**src/rtl/uart_tx_fifo_if.sv**
```systemverilog
// Handshake bundle between the system writer, the byte FIFO/launcher and the UART transmitter.
// Signal names carry the FIFO's port direction suffixes so existing connections map one-to-one.
interface uart_tx_fifo_if #(
  parameter int unsigned DEPTH = 16,
  parameter int unsigned WIDTH = 8
);
  localparam int unsigned CW = $clog2(DEPTH) + 1;

  logic             wrEn_i;
  logic [WIDTH-1:0] data_i;
  logic             clrOvf_i;
  logic             txRdy_i;
  logic             txDone_i;
  logic             txEn_o;
  logic [WIDTH-1:0] txData_o;
  logic             full_o;
  logic             empty_o;
  logic [CW-1:0]    count_o;
  logic             overflow_o;
  logic             busy_o;

  modport master (
    output wrEn_i, data_i, clrOvf_i, txRdy_i, txDone_i,
    input  txEn_o, txData_o, full_o, empty_o, count_o, overflow_o, busy_o
  );

  modport slave (
    input  wrEn_i, data_i, clrOvf_i, txRdy_i, txDone_i,
    output txEn_o, txData_o, full_o, empty_o, count_o, overflow_o, busy_o
  );
endinterface

```
**src/rtl/uart_tx_fifo.sv**
```systemverilog
// Byte FIFO feeding a UART transmitter: buffers bursts from the system side and launches
// one frame at a time, paced by the transmitter's rdy/done handshake.
module uart_tx_fifo #(
  parameter int unsigned DEPTH = 16,
  parameter int unsigned WIDTH = 8
) (
  input  logic           clk_i,
  input  logic           rst_i,
  uart_tx_fifo_if.slave  bus
);
  localparam int unsigned AW = $clog2(DEPTH);
  localparam int unsigned PW = AW + 1;

  typedef enum logic [1:0] {
    IDLE,
    LAUNCH,
    ACCEPT,
    DONE
  } state_e;

  state_e            state_q;
  logic [PW-1:0]     wr_q, wr_d;
  logic [PW-1:0]     rd_q, rd_d;
  logic [WIDTH-1:0]  mem_q [DEPTH];
  logic              txEn_q;
  logic [WIDTH-1:0]  txData_q;
  logic              overflow_q;
  logic              full, empty, do_wr, do_drop, do_pop;

  // Extra pointer MSB distinguishes full from empty when the index bits match.
  always_comb begin
    full    = (wr_q[AW] != rd_q[AW]) && (wr_q[AW-1:0] == rd_q[AW-1:0]);
    empty   = (wr_q == rd_q);
    do_wr   = bus.wrEn_i && !full;
    do_drop = bus.wrEn_i && full;
    do_pop  = (state_q == IDLE) && !empty && bus.txRdy_i;
    wr_d    = do_wr  ? wr_q + PW'(1) : wr_q;
    rd_d    = do_pop ? rd_q + PW'(1) : rd_q;
  end

  always_ff @(posedge clk_i) begin
    if (do_wr) begin
      mem_q[wr_q[AW-1:0]] <= bus.data_i;
    end
  end

  // A drop in the same cycle as a clear leaves the flag set.
  always_ff @(posedge clk_i or negedge rst_i) begin
    if (!rst_i) begin
      wr_q       <= '0;
      overflow_q <= 1'b0;
    end else begin
      wr_q <= wr_d;
      if (do_drop) begin
        overflow_q <= 1'b1;
      end else if (bus.clrOvf_i) begin
        overflow_q <= 1'b0;
      end
    end
  end

  always_ff @(posedge clk_i or negedge rst_i) begin
    if (!rst_i) begin
      state_q  <= IDLE;
      rd_q     <= '0;
      txEn_q   <= 1'b0;
      txData_q <= '0;
    end else begin
      rd_q   <= rd_d;
      txEn_q <= 1'b0;
      unique case (state_q)
        IDLE: begin
          if (do_pop) begin
            txData_q <= mem_q[rd_q[AW-1:0]];
            txEn_q   <= 1'b1;
            state_q  <= LAUNCH;
          end
        end
        LAUNCH: begin
          state_q <= ACCEPT;
        end
        ACCEPT: begin
          if (!bus.txRdy_i) begin
            state_q <= DONE;
          end
        end
        DONE: begin
          if (bus.txDone_i) begin
            state_q <= IDLE;
          end
        end
        default: begin
          state_q <= IDLE;
        end
      endcase
    end
  end

  assign bus.txEn_o     = txEn_q;
  assign bus.txData_o   = txData_q;
  assign bus.full_o     = full;
  assign bus.empty_o    = empty;
  assign bus.count_o    = wr_q - rd_q;
  assign bus.overflow_o = overflow_q;
  assign bus.busy_o     = (state_q != IDLE);
endmodule
```
**src/flat_wrapper.sv**
```systemverilog
// flat-port wrapper written by rule: the top's interface ports become plain ports
module uart_tx_fifo_flat 
#(
  parameter int unsigned DEPTH = 16,
  parameter int unsigned WIDTH = 8
)
  (clk_i, rst_i, bus_wrEn_i, bus_data_i, bus_clrOvf_i, bus_txRdy_i, bus_txDone_i, bus_txEn_o, bus_txData_o, bus_full_o, bus_empty_o, bus_count_o, bus_overflow_o, bus_busy_o);
  uart_tx_fifo_if #(.DEPTH(DEPTH), .WIDTH(WIDTH)) bus_i ();
  input  logic clk_i;
  input  logic rst_i;
  input wire logic [$bits(bus_i.wrEn_i)-1:0] bus_wrEn_i;
  input wire logic [$bits(bus_i.data_i)-1:0] bus_data_i;
  input wire logic [$bits(bus_i.clrOvf_i)-1:0] bus_clrOvf_i;
  input wire logic [$bits(bus_i.txRdy_i)-1:0] bus_txRdy_i;
  input wire logic [$bits(bus_i.txDone_i)-1:0] bus_txDone_i;
  output wire logic [$bits(bus_i.txEn_o)-1:0] bus_txEn_o;
  output wire logic [$bits(bus_i.txData_o)-1:0] bus_txData_o;
  output wire logic [$bits(bus_i.full_o)-1:0] bus_full_o;
  output wire logic [$bits(bus_i.empty_o)-1:0] bus_empty_o;
  output wire logic [$bits(bus_i.count_o)-1:0] bus_count_o;
  output wire logic [$bits(bus_i.overflow_o)-1:0] bus_overflow_o;
  output wire logic [$bits(bus_i.busy_o)-1:0] bus_busy_o;
  assign bus_i.wrEn_i = bus_wrEn_i;
  assign bus_i.data_i = bus_data_i;
  assign bus_i.clrOvf_i = bus_clrOvf_i;
  assign bus_i.txRdy_i = bus_txRdy_i;
  assign bus_i.txDone_i = bus_txDone_i;
  assign bus_txEn_o = bus_i.txEn_o;
  assign bus_txData_o = bus_i.txData_o;
  assign bus_full_o = bus_i.full_o;
  assign bus_empty_o = bus_i.empty_o;
  assign bus_count_o = bus_i.count_o;
  assign bus_overflow_o = bus_i.overflow_o;
  assign bus_busy_o = bus_i.busy_o;
  uart_tx_fifo #(.DEPTH(DEPTH), .WIDTH(WIDTH)) u_core (.clk_i(clk_i), .rst_i(rst_i), .bus(bus_i));
endmodule
```
**config.mk**
```make
export PLATFORM = sky130hd
export DESIGN_NAME = uart_tx_fifo_flat
export DESIGN_NICKNAME = d
export VERILOG_FILES = /design/src/rtl/uart_tx_fifo_if.sv /design/src/rtl/uart_tx_fifo.sv /design/src/flat_wrapper.sv
export SDC_FILE = /design/constraint.sdc
export NUM_CORES = 1
export LEC_CHECK = 0
export ABC_AREA = 1
export CORE_UTILIZATION = 42
export CTS_BUF_LIST = sky130_fd_sc_hd__clkbuf_8 sky130_fd_sc_hd__clkbuf_16
export DETAILED_ROUTE_END_ITERATION = 6
export DONT_BUFFER_PORTS = 1
export REMOVE_ABC_BUFFERS = 1
export SYNTH_ARGS = -nofsm -noshare
export SYNTH_HDL_FRONTEND = slang
export SYNTH_SLANG_ARGS = --single-unit
```
**constraint.sdc**
```tcl
create_clock -name clk_i -period 4.6 [get_ports clk_i]
set_clock_uncertainty 0.15 [all_clocks]
set_input_delay 0.46 -clock clk_i [delete_from_list [all_inputs] [get_ports clk_i]]
set_output_delay 0.46 -clock clk_i [all_outputs]
set_load 0.005 [all_outputs]
```
==> metrics.cfg, run 1 <==
[status]
status = complete, no violations

[detailed_routing]
top_layer_used = met4
via_per_inst = 4.87
dr.pass1.iters = 5
routed_wl_um = 16100
vias = 4554
met3_length_um = 805
drt-met1-wl_um = 7030
first_iter_violations = 490
antenna_left = 0
wl_met2_um = 7940
drc_errors = 0
post_drt_wl_per_cell_um = 17.3

[worst_setup_path]
r2r-end = u_core.mem_q[13][2]
r2r_cells = 9
startpoint_type = flip-flop
rr_startpoint = u_core.rd_q[2]
cp-end-kind = flip-flop
criticalPathCategory = flip-flop to flip-flop
arrival_ns = 2.95
cp_max_fo = 13
rrSetupSlack_ns = 1.56
cp.required_ns = 4.50

[cells_and_area]
finish.instance_area_um2 = 7840
regArea_um2 = 4400
fillCellCount = 1470
area_growth_pct = 13.2
layout.nets = 735
drive_gt1_share_pct = 8.06
antenna_cells = 0
multi_input_area_um2 = 1920

[clocking]
clk_pin_slew_ns = 0.06
htreeDepth = 4
cts.sinks = 150
cts_buffer_depth = 2
insertion_delay_ns = 0.43
cts_root_buffer = clkbuf_16
cts_setup_buffers = 0
cts_buffers = 17
cts_tree = done

[hold_path]
min_path_type = input pin to flip-flop
min_from = bus_txRdy_i
worstHoldEndpoint = u_core.bus.txEn_o
whs_path_depth = 2

[floorplan]
pin_count = 32
dieArea_um2 = 17000
design.core.area_um2 = 16000
die_x_um = 130
start_util_pct = 43.3
rows = 46
fp.dieH_um = 130

[synthesis]
synth_edf_count = 128
synth_seq_area_share_pct = 63.4
yosys.area.top_type_share_pct = 55.5
synth_most_common_cell = nand2_1
synth_cells = 697
synth_async_sr_flop_share_pct = 14.7
syn_area_um2 = 6930
synth-main-ff-cell = edfxtp_1
synth_cell_types = 26
syn_avg_cell_area_um2 = 9.94
synth_commonest_cells = nand2_1 (215), edfxtp_1 (128), inv_1 (119)
ys_ff_latch = 150
yosys_warnings = 0
synth_top_area_cell = edfxtp_1
synth_area_leaders = edfxtp_1 (55%), nand2_1 (12%), dfrtp_1 (7.9%)

[sta]
tightest_slew_ns = 1.06
fmax_mhz = 329
hold_viol = 0
fin_setup_tns_ns = 0
min_period_ns = 3.04
finalSetupViolations = 0
final-max-slew-violation-count = 0
rsz0062_at_grt = false
max_slew_margin_pct = 29.6
min_period_over_period_pct = 66.1

[global_routing]
grt_use_total_pct = 20.7
antenna_found_initial = 0
grt_pass1_vias = 4619
gr-total-overflow = 0
grt_pass1_wl_um = 25100
grt_max_degree = 68

[place]
dpl.hpwl_um = 10200
gp_congestion = 0.815
placed_area_um2 = 7070
io_buffer_count = 0

[flow_run]
max_cap_viol_count = 0

[power_and_ir_drop]
ir_drop_uv = 356
pwr_density_cell_nw_per_um2 = 631
power.leakage_nw = 3.44

[timing repair]
action / CTS / global route
hold buffers: 12 / 0
endpoints found under the hold margin: 151 / 0
gates resized for setup: 0 / 0
[cell usage in the layout (no fill, tap or decap), types with 2 or more instances in the layout]
master,Yosys,final
a21oi_1,11,11
buf_4,5,2
bufinv_16,0,4
clkbuf_16,0,17
clkbuf_8,0,3
clkinv_1,2,2
clkinv_2,0,2
clkinv_4,0,2
clkinvlp_4,0,2
dfrtp_1,22,21
dlygate4sd3_1,0,11
edfxtp_1,128,128
ha_1,13,13
inv_1,119,120
inv_2,5,5
nand2_1,215,215
nand2_2,2,2
nand2_4,4,4
nand3_1,63,63
nand3_2,7,7
nor2_1,53,53
nor2_4,4,4
o21ai_0,5,5
or2_1,8,8
xor2_1,9,9
[cell type report]
| cell class | instances | area share [%] |
|---|---|---|
| clock buffer | 20 | 5.95 |
| clock inverter | 12 | 2.23 |
| inverter | 126 | 6.03 |
| multi-input combinational | 398 | 24.5 |
| sequential | 150 | 56.0 |
| tap | 216 | 3.45 |
| timing repair buffer | 14 | 1.85 |
[worst max path at each step]
stage,from,end
floorplan,u_core.rd_q[0],u_core.mem_q[0][0]
finish,u_core.rd_q[2],u_core.mem_q[13][2]
detailed placement,u_core.rd_q[2],u_core.mem_q[13][4]
global route,u_core.rd_q[2],u_core.mem_q[13][2]
CTS,u_core.rd_q[2],u_core.mem_q[13][2]
global placement,u_core.rd_q[2],u_core.mem_q[9][0]
[flip-flops by register name (all words and copies together) (netlist names)]
name	cells
u_core.rd_q	5
u_core.bus.txData_o	8
u_core.mem_q	128
u_core.state_q	2
u_core.wr_q	5
u_core.bus.txEn_o	1
u_core.bus.overflow_o	1
[cell families (layout without fill, tap and decap cells)]
logic type               after synthesis  count (layout)  share of synthesized area [%]
AO/OA/AOI/OAI                         18              18                           1.34
XOR/XNOR                               9               9                           1.14
adder cells (fa/ha/maj)               14              14                           2.64
buffers and inverters                149             172                           8.94
flip-flops                           150             150                           63.4
AND/OR/NAND/NOR                      357             357                           22.6
[report_power, final]
group / leakage (nW) / total (mW) / switching (mW) / internal [mW]
Sequential: 1.42 / 1.81 / 0.122 / 1.69
Combinational: 1.71 / 1.65 / 1.16 / 0.490
Clock: 0.314 / 1.50 / 0.546 / 0.950
[through the flow]
| stage | worst slack (ns) | total power [mW] | hold slack, ns | cells | utilization [%] |
|---|---|---|---|---|---|
| after floorplan | 1.47 | 2.96 | 0.0144 | 674 | - |
| after global placement | 1.73 | 3.40 | 0.0149 | 892 | 44.2 |
| after detailed placement | 1.60 | 3.43 | 0.0149 | 892 | 44.2 |
| after CTS | 1.58 | 4.97 | 0.0819 | 936 | 49.0 |
| after global routing | 1.37 | 5.25 | 0.0850 | 936 | 49.0 |
| final | 1.56 | 4.95 | 0.0904 | 936 | 49.0 |
[worst max-delay path: stages, from the launching register on]
cell	delay (ns)
dfrtp_1	0.64
inv_2	0.17
ha_1	0.42
nand2_2	0.11
nor2_4	0.05
inv_2	0.07
nor2_4	0.05
nor2_4	0.16
nand2_1	0.21
nor2_1	0.63
[routing by layer]
metal,vias up,global-route usage (%)
met5,-,0
met4,0,7.91
met3,30,4.85
met2,134,34.6
met1,2177,26.2
li1,2213,-
No activity file was read; power rests on OpenSTA's default activity.
==> run 2: changes to the inputs <==
clock period = 2.5 ns   (was 4.6 ns; I/O delays follow)
==> run 2 against run 1 <==
  * Routed wire length shrank 2.6%
  * Sequential power up 82%
  * Via count up 0.29%
  * Die area stayed put
  * Sequential share of layout area decreased by 1.7 points
  * Count of clock-buffer cells in the layout rose by 3
  * Combinational power grew 95%
  * Fmax rose by 27%
  * Power is 87% higher
  * Register-to-register slack worse by 1.4 ns
  * Setup slack worse by 1.4 ns
  * Clock power is 84% higher
  * Critical path type unchanged
  * Critical endpoint is now u_core.mem_q[4][0]
==> metrics.cfg, run 2 (synthesized netlist as in run 1, its figures left out) <==
[hold_path]
min_path_type = input pin to flip-flop
min_from = bus_wrEn_i
whs_path_depth = 4

[worst_setup_path]
r2r-end = u_core.mem_q[4][0]
cp-endpoint = u_core.mem_q[4][0]
criticalPathCategory = flip-flop to flip-flop
slowest_delay_ns = 0.41
slowest_stage = dfrtp_1
rrSetupSlack_ns = 0.11
crit_top_cell = nor2_4
cp.required_ns = 2.48
critPathLaunch = u_core.wr_q[0]
cp-end-kind = flip-flop
arrival_ns = 2.37
cp_max_fo = 6
startpoint_type = flip-flop
rr_startpoint = u_core.wr_q[0]
r2r_cells = 10
crit_chain = inv_1 > ha_1 > nand2_1 > nor2_4 > inv_2 > nor2_4 > nor2_4 > nand2_1 > nor2_1 > buf_4

[power_and_ir_drop]
pwr_density_cell_nw_per_um2 = 1150
ir_drop_uv = 1160
power.leakage_nw = 3.60

[sta]
whs_ns = 0.0246
min_period_over_period_pct = 95.6
rsz0062_at_grt = false
fin_setup_tns_ns = 0
min_period_ns = 2.39
finalSetupViolations = 0
max_slew_margin_pct = 34.8
layout_setup_ws_ns = 0.110
tightest_slew_ns = 0.974
hold_viol = 0
fmax_mhz = 418
final-max-slew-violation-count = 0

[status]
status = complete, no violations

[cells_and_area]
fin_cells = 963
layout.nets = 761
regArea_um2 = 4400
area_growth_pct = 16.7
multi_input_area_um2 = 1920
drive_gt1_share_pct = 10.7
most-common-layout-cells = nand2_1 (215), edfxtp_1 (128), inv_1 (121)
fillCellCount = 1478
layout_commonest_cell = nand2_1
largest_reg_flops = 128

[clocking]
cts_setup_buffers = 0
clk_pin_slew_ns = 0.06
cts_root_buffer = clkbuf_16
cts_buffer_depth = 2
cts_buffers = 17
htreeDepth = 4
cts.sinks = 150
insertion_delay_ns = 0.42
cts_tree = done

[global_routing]
antenna_found_initial = 2
use_met1_pct = 25.4
gr-total-overflow = 0
use_met2_pct = 32.7
grt_pass1_wl_um = 24100
grt_busiest_layer = met2
gr-usage-met3_pct = 5.78
grt_max_degree = 68
grt_pass1_vias = 4486
grt_use_total_pct = 20.1

[detailed_routing]
dr.pass1.iters = 5
first_iter_violations = 360
routed_wl_um = 15700
drc_errors = 0
post_drt_wl_per_cell_um = 16.3
vias = 4567
antenna_left = 0
via_per_inst = 4.74

[place]
post-place-ws_ns = 0.136
gp_congestion = 0.826
dpl.hpwl_um = 10000
dp.cells = 915
io_buffer_count = 0

[floorplan]
die_x_um = 130
dieArea_um2 = 17000
fp.dieH_um = 130
rows = 46
pin_count = 32
design.core.area_um2 = 16000
start_util_pct = 43.3

[flow_run]
max_cap_viol_count = 0

run 2: metal layers:
layer | vias up | wire length (µm)
met5 | - | 13
met2 | 115 | 7500
met4 | 2 | 376
met3 | 33 | 819
met1 | 2153 | 7020
li1 | 2264 | -
run 2: worst min path at each step:
| stage | end |
|---|---|
| 4_1_cts | u_core.wr_q[1] |
| 3_5_place_dp | u_core.bus.txEn_o |
| 2_1_floorplan | u_core.bus.overflow_o |
| 6_report | u_core.wr_q[1] |
| 5_1_grt | u_core.wr_q[1] |
| 3_3_place_gp | u_core.bus.txEn_o |
run 2: metrics by stage:
step	utilization (%)	cell area, µm²	total power [mW]
2_1_floorplan	-	6790	5.44
6_report	50.6	8090	9.27
3_5_place_dp	45.4	7270	6.47
3_3_place_gp	45.4	7270	6.42
5_1_grt	50.5	8090	9.84
4_1_cts	50.5	8090	9.32
run 2: report_power, final:
part,total (mW),switching [mW],internal (mW)
Combinational,3.22,2.18,1.03
Clock,2.76,0.942,1.82
Sequential,3.29,0.190,3.10
Total,9.27,3.31,5.96
run 2: cell type report:
class | instances | area share (%)
repair buffers | 40 | 4.61
clock inverters | 9 | 1.84
inverters | 126 | 5.85
multi-input cells | 398 | 23.7
well taps | 216 | 3.34
diodes | 1 | 0.0309
flip-flops and latches | 150 | 54.3
clock buffers | 23 | 6.28
run 2: worst max-delay path: cells and delay by family (launching register included):
kind | cells | cell delay, ns
buffers and inverters | 3 | 0.43
AND/OR/NAND/NOR | 6 | 0.84
adder cells (fa/ha/maj) | 1 | 0.28
flip-flops | 1 | 0.41
run 2: timing repair:
item,in CTS,in global routing
setup endpoints to repair,0,0
hold buffers,15,0
resized for setup,0,0
hold endpoints to repair,157,0
==> run 3: changes to the inputs <==
PLACE_DENSITY = 0.62   (was default)
==> run 3 against run 2 <==
  * Sequential share of layout area is 1.1 points higher
  * Clock power is 20% lower
  * Core utilization is 1.0 points lower
  * Power is 6.0% lower
  * First-iteration DRC count is 5.3% higher
  * Setup slack better by 0.026 ns
  * Flip-flop and latch count stayed put
  * Non-clock buffer count is 2 lower
  * Hold slack better by 0.11 ns
  * Fmax is 1.1% higher
==> metrics.cfg, run 3 (synthesized netlist as in run 1, its figures left out) <==
[floorplan]
fp.dieH_um = 130
start_util_pct = 43.3
design.core.area_um2 = 16000
pin_count = 32
rows = 46
die_x_um = 130
dieArea_um2 = 17000

[cells_and_area]
final_core_utilization_pct = 49.5
area_growth_pct = 14.4
layout_commonest_cell = nand2_1
layout.nets = 759
most-common-layout-cells = nand2_1 (214), edfxtp_1 (128), inv_1 (121)
finish.instance_area_um2 = 7930
drive_gt1_share_pct = 10.3
largest_reg_flops = 128
fillCellCount = 1467
fin_cells = 961

[global_routing]
grt_max_degree = 66
antenna_found_initial = 1
grt_use_total_pct = 21.4
gr-total-overflow = 0
grt_pass1_vias = 4765
grt_pass1_wl_um = 25700

[detailed_routing]
vias = 4662
routed_wl_um = 16500
antenna_left = 0
via_per_inst = 4.85
drc_errors = 0
first_iter_violations = 379
dr.pass1.iters = 5
post_drt_wl_per_cell_um = 17.1

[clocking]
cts_setup_buffers = 0
cts.sinks = 150
cts_root_buffer = clkbuf_16
htreeDepth = 4
cts_buffer_depth = 2
insertion_delay_ns = 0.43
cts_tree = done
cts_buffers = 17
clk_pin_slew_ns = 0.06

[sta]
fmax_mhz = 423
rsz0062_at_grt = false
min_period_over_period_pct = 94.6
final-max-slew-violation-count = 0
max_slew_margin_pct = 32.4
finalSetupViolations = 0
tightest_slew_ns = 1.01
layout_setup_ws_ns = 0.136
min_period_ns = 2.36
hold_viol = 0
whs_ns = 0.132

[place]
placed_area_um2 = 7240
post-place-ws_ns = 0.161
dp.cells = 913
dpl.hpwl_um = 10400
gp_congestion = 0.890
io_buffer_count = 0

[power_and_ir_drop]
power.switching_mw = 3.36
switching_share_pct = 38.6
seqPwrFrac_pct = 37.8
p_clk_share_pct = 25.5
power_frac_comb_pct = 36.7
pwr_density_cell_nw_per_um2 = 1100
p_int_mw = 5.35
ir_drop_uv = 615
power.leakage_nw = 3.51

[worst_setup_path]
slowest_delay_ns = 0.41
startpoint_type = flip-flop
cp_max_fo = 4
cp.required_ns = 2.10
criticalPathCategory = flip-flop to output port
critPathLaunch = u_core.wr_q[0]
arrival_ns = 1.96
slowest_stage = dfrtp_1
rrSetupSlack_ns = 0.15
cp-end-kind = output port
rr_startpoint = u_core.rd_q[2]
crit_top_cell = inv_1
crit_chain = inv_1 > ha_1 > inv_1 > fa_1 > nand3_1 > nand2_1 > xor2_1

[flow_run]
max_cap_viol_count = 0

[hold_path]
min_path_type = input pin to async pin

[status]
status = complete, no violations

run 3: metrics by stage:
| step | TNS, ns | total power, mW |
|---|---|---|
| after floorplan | -83.98 | 5.44 |
| after global placement | 0 | 6.37 |
| after detailed placement | 0 | 6.43 |
| after CTS | 0 | 8.73 |
| after global routing | 0 | 9.28 |
| final | 0 | 8.71 |
run 3: worst paths after layout:
check,endpoint,cells past startpoint
worst max-delay path,bus_count_o[4],7
worst min-delay path,u_core.state_q[1],2
worst max register to register,u_core.mem_q[14][1],10
worst min register to register,u_core.rd_q[3],1
max in group asynchronous,u_core.rd_q[0],2
min in group clk_i,u_core.bus.overflow_o,3
run 3: worst max-delay path, delay by kind of cell (launching register included):
kind	cells	cell delay (ns)
xor gates and xnor gates	1	0.17
adders and majority gates	2	0.57
buffers and inverters	2	0.21
DFF	1	0.41
and+or+nand+nor	2	0.17
run 3: layer usage:
layer	vias to the layer above	routed length, µm	part of all wire, %	track usage (%)
li1	2263	-	-	-
met1	2213	6830	41	27.1
met2	159	8370	51	35.8
met3	27	967	5.9	5.46
met4	0	303	1.8	7.37
met5	-	0	0	0
run 3: power by group through the flow:
stage	clock [mW]	sequential, mW	combinational (mW)
2_1_floorplan	0	3.47	1.98
3_3_place_gp	0	3.33	3.04
3_5_place_dp	0	3.35	3.08
4_1_cts	2.24	3.30	3.19
5_1_grt	2.35	3.33	3.60
6_report	2.22	3.30	3.20
run 3: final cells by class:
type / instances / area, µm² / area share (%)
flip-flops and latches: 150 / 4400 / 55.5
multi-input cells: 398 / 1920 / 24.2
inverters: 126 / 473 / 5.97
clock buffers: 17 / 425 / 5.37
repair buffers: 38 / 345 / 4.36
well taps: 216 / 270 / 3.41
clock inverters: 15 / 93.8 / 1.18
diodes: 1 / 2.50 / 0.0316
run 3: what timing repair did:
action / 4_1_cts / 5_1_grt
setup endpoints to repair: 0 / 8
hold buffers: 15 / 0
resized for setup: 0 / 1
endpoints found under the hold margin: 158 / 0
